--- config.mk ---
export PLATFORM = sky130hd
export DESIGN_NAME = dmem_arbiter
export DESIGN_NICKNAME = d
export VERILOG_FILES = /design/src/rtl/dmem_arbiter.sv
export SDC_FILE = /design/constraint.sdc
export NUM_CORES = 1
export LEC_CHECK = 0
export BUFFER_PORTS_ARGS = -buffer_cell sky130_fd_sc_hd__buf_2
export CAP_MARGIN = 20
export CORE_UTILIZATION = 48
export DETAILED_ROUTE_END_ITERATION = 16
export GPL_ROUTABILITY_DRIVEN = 1
export HOLD_SLACK_MARGIN = 0.12
export PLACE_DENSITY = 0.75
export SLEW_MARGIN = 10
export SYNTH_ARGS = -nofsm -noshare
export SYNTH_HDL_FRONTEND = slang
export SYNTH_SLANG_ARGS = --single-unit
--- constraint.sdc ---
create_clock -name clk -period 1.8 [get_ports clk]
set_clock_uncertainty 0.2 [all_clocks]
set_input_delay 0.09 -clock clk [delete_from_list [all_inputs] [get_ports clk]]
set_output_delay 0.09 -clock clk [all_outputs]
set_load 0.01 [all_outputs]
--- src/rtl/dmem_arbiter.sv ---
// dmem_arbiter: shares one single-port AWxDW data memory between the core
// load/store unit (port 0) and the loader/debug port (port 1).
// Each transaction takes two cycles: grant in IDLE, memory access in ACCESS,
// then a one-cycle done pulse. The block owns the memory write enable and
// drops a port-0 write that repeats the last performed port-0 write pc.
module dmem_arbiter #(
    parameter int AW       = 8,
    parameter int DW       = 8,
    parameter int PCW      = 12,
    parameter int GUARD_EN = 1,
    parameter int FIX_PRIO = 0
) (
    input  logic           clk,
    input  logic           rst_n,
    // port 0: core load/store unit
    input  logic           r0_req,
    input  logic           r0_we,
    input  logic [AW-1:0]  r0_addr,
    input  logic [DW-1:0]  r0_wdata,
    input  logic [PCW-1:0] r0_pc,
    output logic           r0_gnt,
    output logic           r0_done,
    output logic [DW-1:0]  r0_rdata,
    // port 1: loader / debug port
    input  logic           r1_req,
    input  logic           r1_we,
    input  logic [AW-1:0]  r1_addr,
    input  logic [DW-1:0]  r1_wdata,
    output logic           r1_gnt,
    output logic           r1_done,
    output logic [DW-1:0]  r1_rdata,
    // memory side
    output logic [AW-1:0]  mem_addr,
    output logic           mem_wr_en,
    output logic [DW-1:0]  mem_dat_in,
    input  logic [DW-1:0]  mem_dat_out
);

    typedef enum logic {
        IDLE   = 1'b0,
        ACCESS = 1'b1
    } state_t;

    state_t         state;
    state_t         state_nx;

    // transaction captured at grant time, replayed to the memory in ACCESS
    logic           lat_we;
    logic [AW-1:0]  lat_addr;
    logic [DW-1:0]  lat_wdata;
    logic [PCW-1:0] lat_pc;
    logic           lat_win;      // 0 = port 0 owns the access, 1 = port 1

    logic           last_winner;  // port granted most recently
    logic [PCW-1:0] last_pc;      // pc of the last performed port-0 write
    logic           last_pc_valid;

    logic           grant0;
    logic           grant1;
    logic           suppress;
    logic           wr_go;

    // State register; a low rst_n at the edge returns the FSM to IDLE.
    // NOTE: sequential state uses non-blocking (<=) so every flop samples
    // pre-edge values no matter how the always_ff blocks are ordered.
    always_ff @(posedge clk) begin
        if (!rst_n) begin
            state <= IDLE;
        end else begin
            state <= state_nx;
        end
    end

    // Arbitration and next state: pick at most one winner while IDLE.
    // NOTE: every output of this block gets a default first, so no path
    // through the case can leave a value unassigned and infer a latch.
    always_comb begin
        grant0   = 1'b0;
        grant1   = 1'b0;
        state_nx = state;
        case (state)
            IDLE: begin
                if (r0_req && r1_req) begin
                    // tie: fixed priority favours port 0, otherwise the port
                    // that did not win last time goes next
                    if ((FIX_PRIO != 0) || last_winner) begin
                        grant0 = 1'b1;
                    end else begin
                        grant1 = 1'b1;
                    end
                end else if (r0_req) begin
                    grant0 = 1'b1;
                end else if (r1_req) begin
                    grant1 = 1'b1;
                end
                if (grant0 || grant1) begin
                    state_nx = ACCESS;
                end
            end
            ACCESS: begin
                // requests are ignored here; the loser is served next IDLE
                state_nx = IDLE;
            end
            default: begin
                state_nx = IDLE;
            end
        endcase
    end

    // Grants are only meaningful out of reset; a grant seen during reset
    // would never be followed by an access.
    assign r0_gnt = grant0 & rst_n;
    assign r1_gnt = grant1 & rst_n;

    // A port-0 write repeating the last performed write pc is dropped here,
    // so the memory array needs no pc knowledge of its own.
    assign suppress  = (GUARD_EN != 0) && !lat_win && last_pc_valid &&
                       (lat_pc == last_pc);
    assign wr_go     = (state == ACCESS) && lat_we && !suppress;
    // gating with rst_n keeps an access interrupted by reset from writing
    assign mem_wr_en = wr_go & rst_n;
    assign mem_addr   = lat_addr;
    assign mem_dat_in = lat_wdata;

    // Capture the winning request and remember who won for round-robin.
    always_ff @(posedge clk) begin
        if (!rst_n) begin
            lat_we      <= 1'b0;
            lat_addr    <= '0;
            lat_wdata   <= '0;
            lat_pc      <= '0;
            lat_win     <= 1'b0;
            last_winner <= 1'b1;   // port 0 takes the first tie
        end else if (grant0 || grant1) begin
            lat_we      <= grant1 ? r1_we    : r0_we;
            lat_addr    <= grant1 ? r1_addr  : r0_addr;
            lat_wdata   <= grant1 ? r1_wdata : r0_wdata;
            lat_pc      <= r0_pc;  // only consulted when port 0 owns the access
            lat_win     <= grant1;
            last_winner <= grant1;
        end
    end

    // Complete the access: done pulses, read data capture, write-pc history.
    always_ff @(posedge clk) begin
        if (!rst_n) begin
            r0_done       <= 1'b0;
            r1_done       <= 1'b0;
            r0_rdata      <= '0;
            r1_rdata      <= '0;
            last_pc       <= '0;
            last_pc_valid <= 1'b0;
        end else begin
            // done follows every access, including a suppressed write
            r0_done <= (state == ACCESS) && !lat_win;
            r1_done <= (state == ACCESS) &&  lat_win;
            // rdata only changes on a read, so it holds across writes
            if ((state == ACCESS) && !lat_we) begin
                if (lat_win) begin
                    r1_rdata <= mem_dat_out;
                end else begin
                    r0_rdata <= mem_dat_out;
                end
            end
            // only a write that really reached memory arms the guard
            if (wr_go && !lat_win) begin
                last_pc       <= lat_pc;
                last_pc_valid <= 1'b1;
            end
        end
    end

endmodule
==> flow_metrics.tcl, run 1 <==
set metrics [dict create \
    synth_common_cells "dfxtp_1, nand2_1, mux2i_1, nor2_1, o21ai_0" \
    clock_latency_ps 330 \
    vias 2453 \
    avgSynthCellArea_um2 9.810 \
    synth_cells 251 \
    track_usage 0.2883 \
    grt_pass1_wl_um 11480 \
    drt.antenna.violating_nets 0 \
    synth_nets 309 \
    slowest_delay_ps 380 \
    core_um2 4817 \
    criticalPathCategory "reg -> out" \
    cp-start-kind "flop" \
    final_area_um2 3973 \
    path_cells "xnor2_2, nand3_1, nor4_2, nor3b_1, buf_2" \
    grt_pass1_vias 2473 \
    clk_pin_slew_ps 70 \
    synth_edf_count 0 \
    worstPathArrival_ps 1610 \
    wl_um 7590 \
    start_util 0.5112 \
    synth.most_common_cell "dfxtp_1" \
    clock_sinks 63 \
    wl_per_cell_um 15.62 \
    cap_violations 0 \
    cts_max_level 3 \
    place_congestion 0.7200 \
    yosys_warnings 0 \
    nFillCells 277 \
    pre_cts_ws_ps 27.99 \
    rsz0062_at_grt "yes" \
    pin_count 95 \
    violations "negative setup slack" \
    die_area_um2 5421 \
    hpwl_um 3832 \
    nNetsFinal 473 \
    die_height_um 73.63 \
    dieWidth_um 73.63 \
    vdd_drop_max_mv 0.5732 \
    status "finished, violations left" \
    grt_overflow 0 \
    ys_seq_elements 63 \
    reg2reg_slack_ps -10 \
    timing.final.ws_setup_ps -97.15 \
    yosysUniqueCellTypes 27 \
    drt_pass1_iterations 4 \
    cts_made_buffers 9 \
    cp-end-kind "output pin" \
    max_slew_margin 0.6117 \
    synth_top_area_frac 0.5122 \
    clock-root-buffer "clkbuf_8" \
    drc 0 \
    slew_violations 0 \
    io_buffer_count 94 \
    synthTopCellsByArea "dfxtp_1, mux2i_1, nand2_1, a22o_1, xnor2_1" \
    setup_viol 3 \
    fin_crit_ps 1897 \
    cp_max_fo 2 \
    async_reset_ff_frac 0 \
    placementRows 25 \
    drt_iter0_drc 120 \
    cts_buffer_depth 2 \
    place_area_um2 3053 \
    p_leak_nw 1.897 \
    fin_crit_sh 1.054 \
    crit_slowest_cell "nor4_2" \
    cts_tree "yes" \
    netlist_area_um2 2462 \
    antennaDiodeCount 0 \
    required_ps 1510 \
    fmax_mhz 527.1 \
    drive_gt1_frac 0.3508 \
    min_path_type "reg -> reg" \
    worst_pin_slew_ps 580.7 \
    antenna_found_initial 0 \
    yosysSeqAreaShare 0.5122 \
    via_per_inst 5.047 \
    syn_to_final_growth_pct 61.33 \
    hold_violations 0 \
    powerDensity_nw_per_um2 906.0 \
    grt_start_max_net_pins 18 \
    ys.flop_type "dfxtp_1" \
    setup_tns_ps -118.3 \
    yosysTopAreaCell "dfxtp_1" \
]
[registers in the layout (all words and copies together), names as in the netlist]
signal	cells
lat_win	1
lat_we	1
state	1
last_winner	1
mem_dat_in	8
last_pc_valid	1
r0_rdata	8
r0_done	1
last_pc	12
r1_done	1
r1_rdata	8
mem_addr	8
lat_pc	12
[report_power, final]
group,internal [mW],total [mW],leakage [nW],switching (mW)
Combinational,0.297,0.546,1.25,0.249
Clock,0.990,1.52,0.123,0.526
Sequential,1.48,1.54,0.521,0.0607
[stage by stage]
step / hold WS [ps] / cells / util / total power, mW
global route: 286.3 / 486 / 0.8247 / 3.722
finish: 272.6 / 486 / 0.8247 / 3.599
detailed placement: 104.2 / 411 / 0.6338 / 1.961
global placement: 101.4 / 411 / 0.6338 / 1.953
CTS: 253.0 / 486 / 0.8096 / 3.552
floorplan: 15.69 / 251 / - / 1.781
[metal layers]
metal / up-vias / global-route usage / share of wire
met2: 104 / 0.4985 / 0.52
met1: 1143 / 0.3290 / 0.40
met5: - / 0 / 0
li1: 1179 / - / -
met4: 0 / 0.1560 / 0.034
met3: 27 / 0.06447 / 0.055
[worst max-delay path, delay by kind of cell, from the launching register on]
family / cells / cell delay [ps]
and+or+nand+nor: 3 / 640
DFF: 1 / 340
buffers and inverters: 1 / 160
xor gates and xnor gates: 1 / 150
[cell type report]
cell class	instances	area, um2	area share
repair buffers	167	1171	0.2948
multi-input cells	171	1182	0.2976
clock buffers	12	155.1	0.03906
flip-flops and latches	63	1279	0.3219
well taps	67	83.83	0.02110
clock inverters	3	90.09	0.02268
inverters	3	11.26	0.002835
[cells in the final DEF (no fill, tap or decap), types with 2 or more instances in the layout]
cell type,count
buf_2,94
dlygate4sd3_1,58
dfxtp_1,51
nand2_1,46
mux2i_1,45
nor2_1,20
o21ai_0,17
buf_4,13
a22o_1,12
clkbuf_8,11
dfxtp_2,11
xnor2_1,7
xnor2_2,5
bufinv_16,3
nand4_1,2
nand3b_1,2
inv_1,2
nor2_2,2
buf_6,2
[path summary, 6_finish.rpt]
kind / cells after the start / to / start
hold reg to reg: 2 / mem_addr[7] / mem_addr[7]
hold / removal: 2 / mem_addr[7] / mem_addr[7]
setup / recovery: 5 / mem_wr_en / last_pc[4]
setup reg to reg: 7 / last_pc[9] / last_pc[4]
[cell families after synthesis]
kind of cell	count (synthesis)	share of synthesized area
and+or+nand+nor	80	0.1397
DFF	63	0.5122
muxes	45	0.1829
buffers and inverters	17	0.03252
xor gates and xnor gates	12	0.04268
AOI/OAI and AO/OA	34	0.08994
[repair_timing]
action / CTS / global route
pin swaps: 3 / 7
setup endpoints to repair: 2 / 26
hold buffers: 58 / 0
endpoints found under the hold margin: 62 / 0
gates resized for setup: 1 / 23
buffers inserted: 2 / 0
(Power assumes the default switching activity.)
==> inputs of run 2 (changes only) <==
--- a/constraint.sdc
+++ b/constraint.sdc
@@ -4,2 +4,2 @@
 set_output_delay 0.09 -clock clk [all_outputs]
-set_load 0.01 [all_outputs]
+set_load 0.05 [all_outputs]
==> run 2 against run 1 <==
Compared with the run above: the run still ends with negative setup slack left; sequential power is essentially flat; routed wire length rose by 6.5%; critical endpoint unchanged; die area did not move; non-clock buffer count increased by 14; critical path depth is 1 higher; power decreased by 3.3%.
==> flow_metrics.tcl, run 2 (synthesis results as in run 1) <==
set metrics [dict create \
    status "finished, violations left" \
    violations "negative setup slack" \
    die_area_um2 5421 \
    clock_latency_ps 340 \
    via_per_inst 5.190 \
    grt_overflow 0 \
    p_leak_nw 1.938 \
    min_path_type "in -> reg" \
    slowest_delay_ps 330 \
    drive_gt1_frac 0.3565 \
    cp_max_fo 2 \
    dieWidth_um 73.63 \
    start_util 0.5112 \
    vdd_drop_max_mv 0.5305 \
    cts_max_level 3 \
    antenna_found_initial 0 \
    worstPathArrival_ps 1660 \
    nNetsFinal 487 \
    setup_tns_ps -149.5 \
    hold_start "rst_n" \
    pin_count 95 \
    placementRows 25 \
    powerDensity_nw_per_um2 864.6 \
    required_ps 1510 \
    timing.final.ws_setup_ps -149.5 \
    holdPathStages 6 \
    drt.antenna.violating_nets 0 \
    crit_slowest_cell "dfxtp_2" \
    drc 0 \
    reg2reg_from "last_pc[9]" \
    core_um2 4817 \
    pre_cts_ws_ps -31.73 \
    cp-end-kind "output pin" \
    hold_violations 0 \
    clock_sinks 63 \
    wl_um 8086 \
    whs_ps 235.9 \
    worst-path-buf-inv 2 \
    nFillCells 289 \
    final_cell_mix "buf_2, dlygate4sd3_1, dfxtp_1" \
    cts_buffer_depth 2 \
    hpwl_um 3934 \
    drt_iter0_drc 128 \
    grt_start_max_net_pins 19 \
    cts_tree "yes" \
    io_buffer_count 94 \
    clk_pin_slew_ps 80 \
    max_slew_margin 0.6186 \
    criticalPathCategory "reg -> out" \
    drt_pass1_iterations 5 \
    wl_per_cell_um 16.20 \
    crit_family "simple AND/OR/NAND/NOR gates" \
    track_usage 0.3008 \
    layout_commonest_cell "buf_2" \
    setup_viol 1 \
    reg2reg_slack_ps 20 \
    worstHoldEndpoint "mem_dat_in[6]" \
    place_congestion 0.6914 \
    path_cells "xnor2_1, nand3_1, nor4_2, buf_4, nor3b_2, buf_6" \
    antennaDiodeCount 0 \
    rsz0062_at_grt "yes" \
    fin_crit_ps 1949 \
    fmax_mhz 513.0 \
    die_height_um 73.63 \
    grt_pass1_wl_um 12080 \
    cp-start-kind "flop" \
    grt_pass1_vias 2671 \
    reg2regPathDepth 7 \
    r2r-end "last_pc_valid" \
    slew_violations 0 \
    fin_crit_sh 1.083 \
    worst_pin_slew_ps 570.3 \
    top_regs "last_pc: 12 flops, lat_pc: 12 flops" \
    syn_to_final_growth_pct 63.41 \
    vias 2590 \
    cap_violations 0 \
    clock-root-buffer "clkbuf_8" \
    cts_made_buffers 9 \
]
[run 2: cell types whose count changed in the layout (fill, tap and decap cells not counted), sizes merged]
cell / change
clkbuf: -2
dlygate4sd3: +2
buf: +12
clkinv: +2
clkinvlp: +1
bufinv: -2
[run 2: tightest hold or removal path: cells and delay by family]
| kind | cells | cell delay, ps |
|---|---|---|
| AO/OA/AOI/OAI | 1 | 70 |
| buffers and inverters | 3 | 430 |
| AND/OR/NAND/NOR | 2 | 130 |
[run 2: area by class of cell]
type                       instances  area, um2  area share
timing repair buffer             181       1301      0.3234
sequential                        63       1269      0.3153
multi-input combinational        171       1174      0.2917
clock buffer                      10      137.6     0.03420
tap                               67      83.83     0.02083
clock inverter                     4      47.55     0.01182
inverter                           3      11.26    0.002799
[run 2: worst max path at each step]
stage	startpoint	end	slack [ps]	cells after the start
5_1_grt	last_pc[9]	mem_wr_en	-220	6
3_3_place_gp	lat_pc[11]	last_pc[8]	-310	5
3_5_place_dp	lat_pc[6]	last_pc[4]	-30	6
6_report	last_pc[9]	mem_wr_en	-150	6
2_1_floorplan	state	lat_win	-20	6
4_1_cts	last_pc[4]	mem_wr_en	-130	6
[run 2: repair_timing]
item	4_1_cts	5_1_grt
endpoints found under the hold margin	54	0
endpoints found under the setup margin	11	21
pin swaps	5	5
gates cloned	0	1
buffers inserted	3	0
gates resized for setup	7	14
hold buffers	60	0
[run 2: power breakdown]
| group | total [mW] | switching [mW] | internal, mW |
|---|---|---|---|
| combinational | 0.753 | 0.427 | 0.325 |
| sequential | 1.53 | 0.0497 | 1.48 |
| clock | 1.20 | 0.544 | 0.657 |
[run 2: stage by stage]
stage | std cells | util | area [um2] | power, mW
6_report | 499 | 0.8353 | 4024 | 3.479
5_1_grt | 499 | 0.8353 | 4024 | 3.578
4_1_cts | 498 | 0.8273 | 3985 | 3.421
3_5_place_dp | 421 | 0.6543 | 3152 | 2.146
3_3_place_gp | 420 | 0.6519 | 3141 | 2.135
2_1_floorplan | 251 | - | 2470 | 1.936
[run 2: per-layer routing]
metal	global-route usage	wire length [um]
met5	0	0
met1	0.3216	3211
met3	0.06722	383
met4	0.1731	320
met2	0.5413	4170
==> inputs of run 3 (changes only) <==
Settings changed: BUFFER_PORTS_ARGS -buffer_cell sky130_fd_sc_hd__buf_2 to default, CORE_UTILIZATION 48 to 59, DONT_BUFFER_PORTS from default to 1, PLACE_DENSITY 0.75 to 0.71, REMOVE_ABC_BUFFERS from default to 1.
==> run 3 against run 2 <==
Compared with the run above: the flow now stops in 5_1_grt; synthesized cell count unchanged; synthesized area unchanged.
==> flow_metrics.tcl, run 3 <==
set metrics [dict create \
    grt_start_max_net_pins 30 \
    crit_endpoint "mem_wr_en" \
    cts_made_buffers 9 \
    avgSynthCellArea_um2 9.810 \
    grt_overflow 103 \
    worst-ep-kind "output port" \
    yosysSeqAreaShare 0.5122 \
    hpwl_um 3315 \
    yosys_warnings 0 \
    lastStage "5_1_grt" \
    placementRows 23 \
    status "did not finish" \
    synth_edf_count 0 \
    track_usage 0.7907 \
    start_util 0.6156 \
    ys_seq_elements 63 \
    clock-root-buffer "clkbuf_8" \
    clock_sinks 63 \
    ys.flop_type "dfxtp_1" \
    async_reset_ff_frac 0 \
    pin_count 95 \
    dieWidth_um 66.60 \
    synthTopCellsByArea "dfxtp_1, mux2i_1, nand2_1, a22o_1, xnor2_1" \
    cts_buffer_depth 2 \
    synth_top_area_frac 0.5122 \
    io_buffer_count 0 \
    synth.most_common_cell "dfxtp_1" \
    place_congestion 0.7536 \
    synth_common_cells "dfxtp_1, nand2_1, mux2i_1, nor2_1, o21ai_0" \
    yosysTopAreaCell "dfxtp_1" \
    tool.error "[ERROR GRT-0232] Routing congestion too high. Check the congestion heatmap in the GUI." \
    die_height_um 66.60 \
    yosysUniqueCellTypes 27 \
    cts_max_level 3 \
    pre_cts_ws_ps 92.39 \
    netlist_area_um2 2462 \
    synth_cells 251 \
    place_area_um2 2756 \
]
[run 3: repair_timing]
action / 4_1_cts
resized for setup: 9
hold endpoints to repair: 63
pin swaps: 7
hold buffers: 87
setup buffers: 2
endpoints found under the setup margin: 1
[run 3: layer usage]
layer  GRT usage  overflow
met1      0.7388         0
met2       1.004        55
met3      0.5394         1
met4       1.000        47
met5     0.06944         0
[run 3: cells by family after synthesis]
group / count (synthesis) / synth area share
and+or+nand+nor: 80 / 0.1397
DFF: 63 / 0.5122
muxes: 45 / 0.1829
AOI/OAI and AO/OA: 34 / 0.08994
buffers and inverters: 17 / 0.03252
xor gates and xnor gates: 12 / 0.04268
[run 3: metrics by stage]
stage               instances  utilization  TNS, ps
floorplan                 237            -    -6269
global placement          322       0.6891        0
detailed placement        322       0.6891        0
CTS                       427       0.9578   -188.2
==> inputs of run 4 (changes only) <==
Settings changed: CORE_UTILIZATION 59 to 40, HOLD_SLACK_MARGIN 0.12 to default, PLACE_DENSITY 0.71 to default, PLACE_DENSITY_LB_ADDON from default to 0.15.
==> run 4 against run 3 <==
Compared with the run above: the flow now finishes, with violations (negative setup slack).
==> flow_metrics.tcl, run 4 (synthesis results as in run 1) <==
set metrics [dict create \
    status "finished, violations left" \
    violations "negative setup slack" \
    fmax_mhz 514.4 \
    cts_max_level 3 \
    worstPathArrival_ps 1650 \
    powerDensity_nw_per_um2 879.2 \
    pin_count 95 \
    hold_start "r1_req" \
    cp_max_fo 3 \
    required_ps 1510 \
    place_congestion 0.6973 \
    drive_gt1_frac 0.2216 \
    die_area_um2 6474 \
    antennaDiodeCount 0 \
    path_cells "xnor2_1, nand4_1, nor4_4, buf_4, nor3b_2, buf_6" \
    rsz0062_at_grt "yes" \
    setup_viol 1 \
    final_cell_mix "dlygate4sd3_1, dfxtp_1, nand2_1" \
    track_usage 0.2119 \
    antenna_found_initial 0 \
    clk_pin_slew_ps 70 \
    die_height_um 80.46 \
    reg2reg_from "lat_pc[10]" \
    wl_per_cell_um 14.31 \
    whs_ps 56.64 \
    r2r-end "last_pc[10]" \
    p_leak_nw 1.636 \
    layout_commonest_cell "dlygate4sd3_1" \
    worst_pin_slew_ps 554.7 \
    final_util 0.6477 \
    min_path_type "in -> reg" \
    start_util 0.4159 \
    clock-root-buffer "clkbuf_8" \
    cts_made_buffers 9 \
    wl_um 6366 \
    hpwl_um 3585 \
    timing.final.ws_setup_ps -143.9 \
    core_um2 5921 \
    power_mw 3.372 \
    syn_to_final_growth_pct 55.74 \
    drt_pass1_iterations 4 \
    reg2reg_slack_ps 50 \
    grt_start_max_net_pins 23 \
    drc 0 \
    fin_crit_ps 1944 \
    crit_slowest_cell "dfxtp_2" \
    worstHoldEndpoint "mem_dat_in[0]" \
    cts_tree "yes" \
    slowest_delay_ps 340 \
    placementRows 28 \
    drt_iter0_drc 71 \
    cts_buffer_depth 2 \
    grt_pass1_vias 2245 \
    hold_violations 0 \
    via_per_inst 4.890 \
    grt_overflow 0 \
    grt_pass1_wl_um 10070 \
    slew_violations 0 \
    cp-start-kind "flop" \
    vias 2176 \
    holdPathStages 6 \
    fin_crit_sh 1.080 \
    max_slew_margin 0.6290 \
    criticalPathCategory "reg -> out" \
    clock_sinks 63 \
    cap_violations 0 \
    top_regs "last_pc: 12 flops, lat_pc: 12 flops" \
    pre_cts_ws_ps 72.31 \
    cp-end-kind "output pin" \
    drt.antenna.violating_nets 0 \
    clock_latency_ps 330 \
    dieWidth_um 80.46 \
    nNetsFinal 423 \
    vdd_drop_max_mv 0.4912 \
    io_buffer_count 0 \
    reg2regPathDepth 7 \
]
-- run 4: final cells by class --
class / instances / area [um2]
clock buffers: 10 / 137.6
clock inverters: 6 / 60.06
fillers: 498 / 2086
inverters: 3 / 11.26
multi-input cells: 171 / 1174
flip-flops and latches: 63 / 1279
well taps: 75 / 93.84
repair buffers: 117 / 1080
-- run 4: repair_timing --
action,4_1_cts,5_1_grt
setup endpoints to repair,1,20
hold buffers,73,0
endpoints found under the hold margin,62,0
setup buffers,3,0
resized for setup,17,9
pin swaps,6,3
-- run 4: worst max-delay path by stage --
stage,start,endpoint,slack [ps],cells past startpoint
6_report,lat_pc[10],mem_wr_en,-140,6
5_1_grt,lat_pc[1],mem_wr_en,-240,6
4_1_cts,last_pc[1],mem_wr_en,-120,6
3_5_place_dp,lat_pc[0],last_pc[1],70,6
3_3_place_gp,lat_pc[9],last_pc[1],100,6
2_1_floorplan,lat_pc[6],mem_wr_en,-240,4
-- run 4: layer usage --
layer,part of all wire,vias up,track usage
met5,0,-,0
met4,0.013,0,0.09286
met3,0.053,6,0.05682
met2,0.53,69,0.3822
met1,0.40,1023,0.2297
li1,-,1078,-
-- run 4: per-stage QoR --
stage,cells,setup TNS [ps],instance area [um2]
detailed placement,355,0,2823
finish,445,-143.9,3835
floorplan,237,-6269,2394
global route,445,-923.6,3835
global placement,355,0,2823
CTS,447,-744.0,3831
-- run 4: power by group --
group / internal [mW] / switching (mW)
clock network: 0.669 / 0.534
registers: 1.48 / 0.0824
logic: 0.270 / 0.340
-- run 4: critical path: cells and delay by family, from the launching register on --
kind          cells  cell delay, ps
flops             1             340
buf+inv           2             310
xor+xnor          1             170
simple gates      3             520
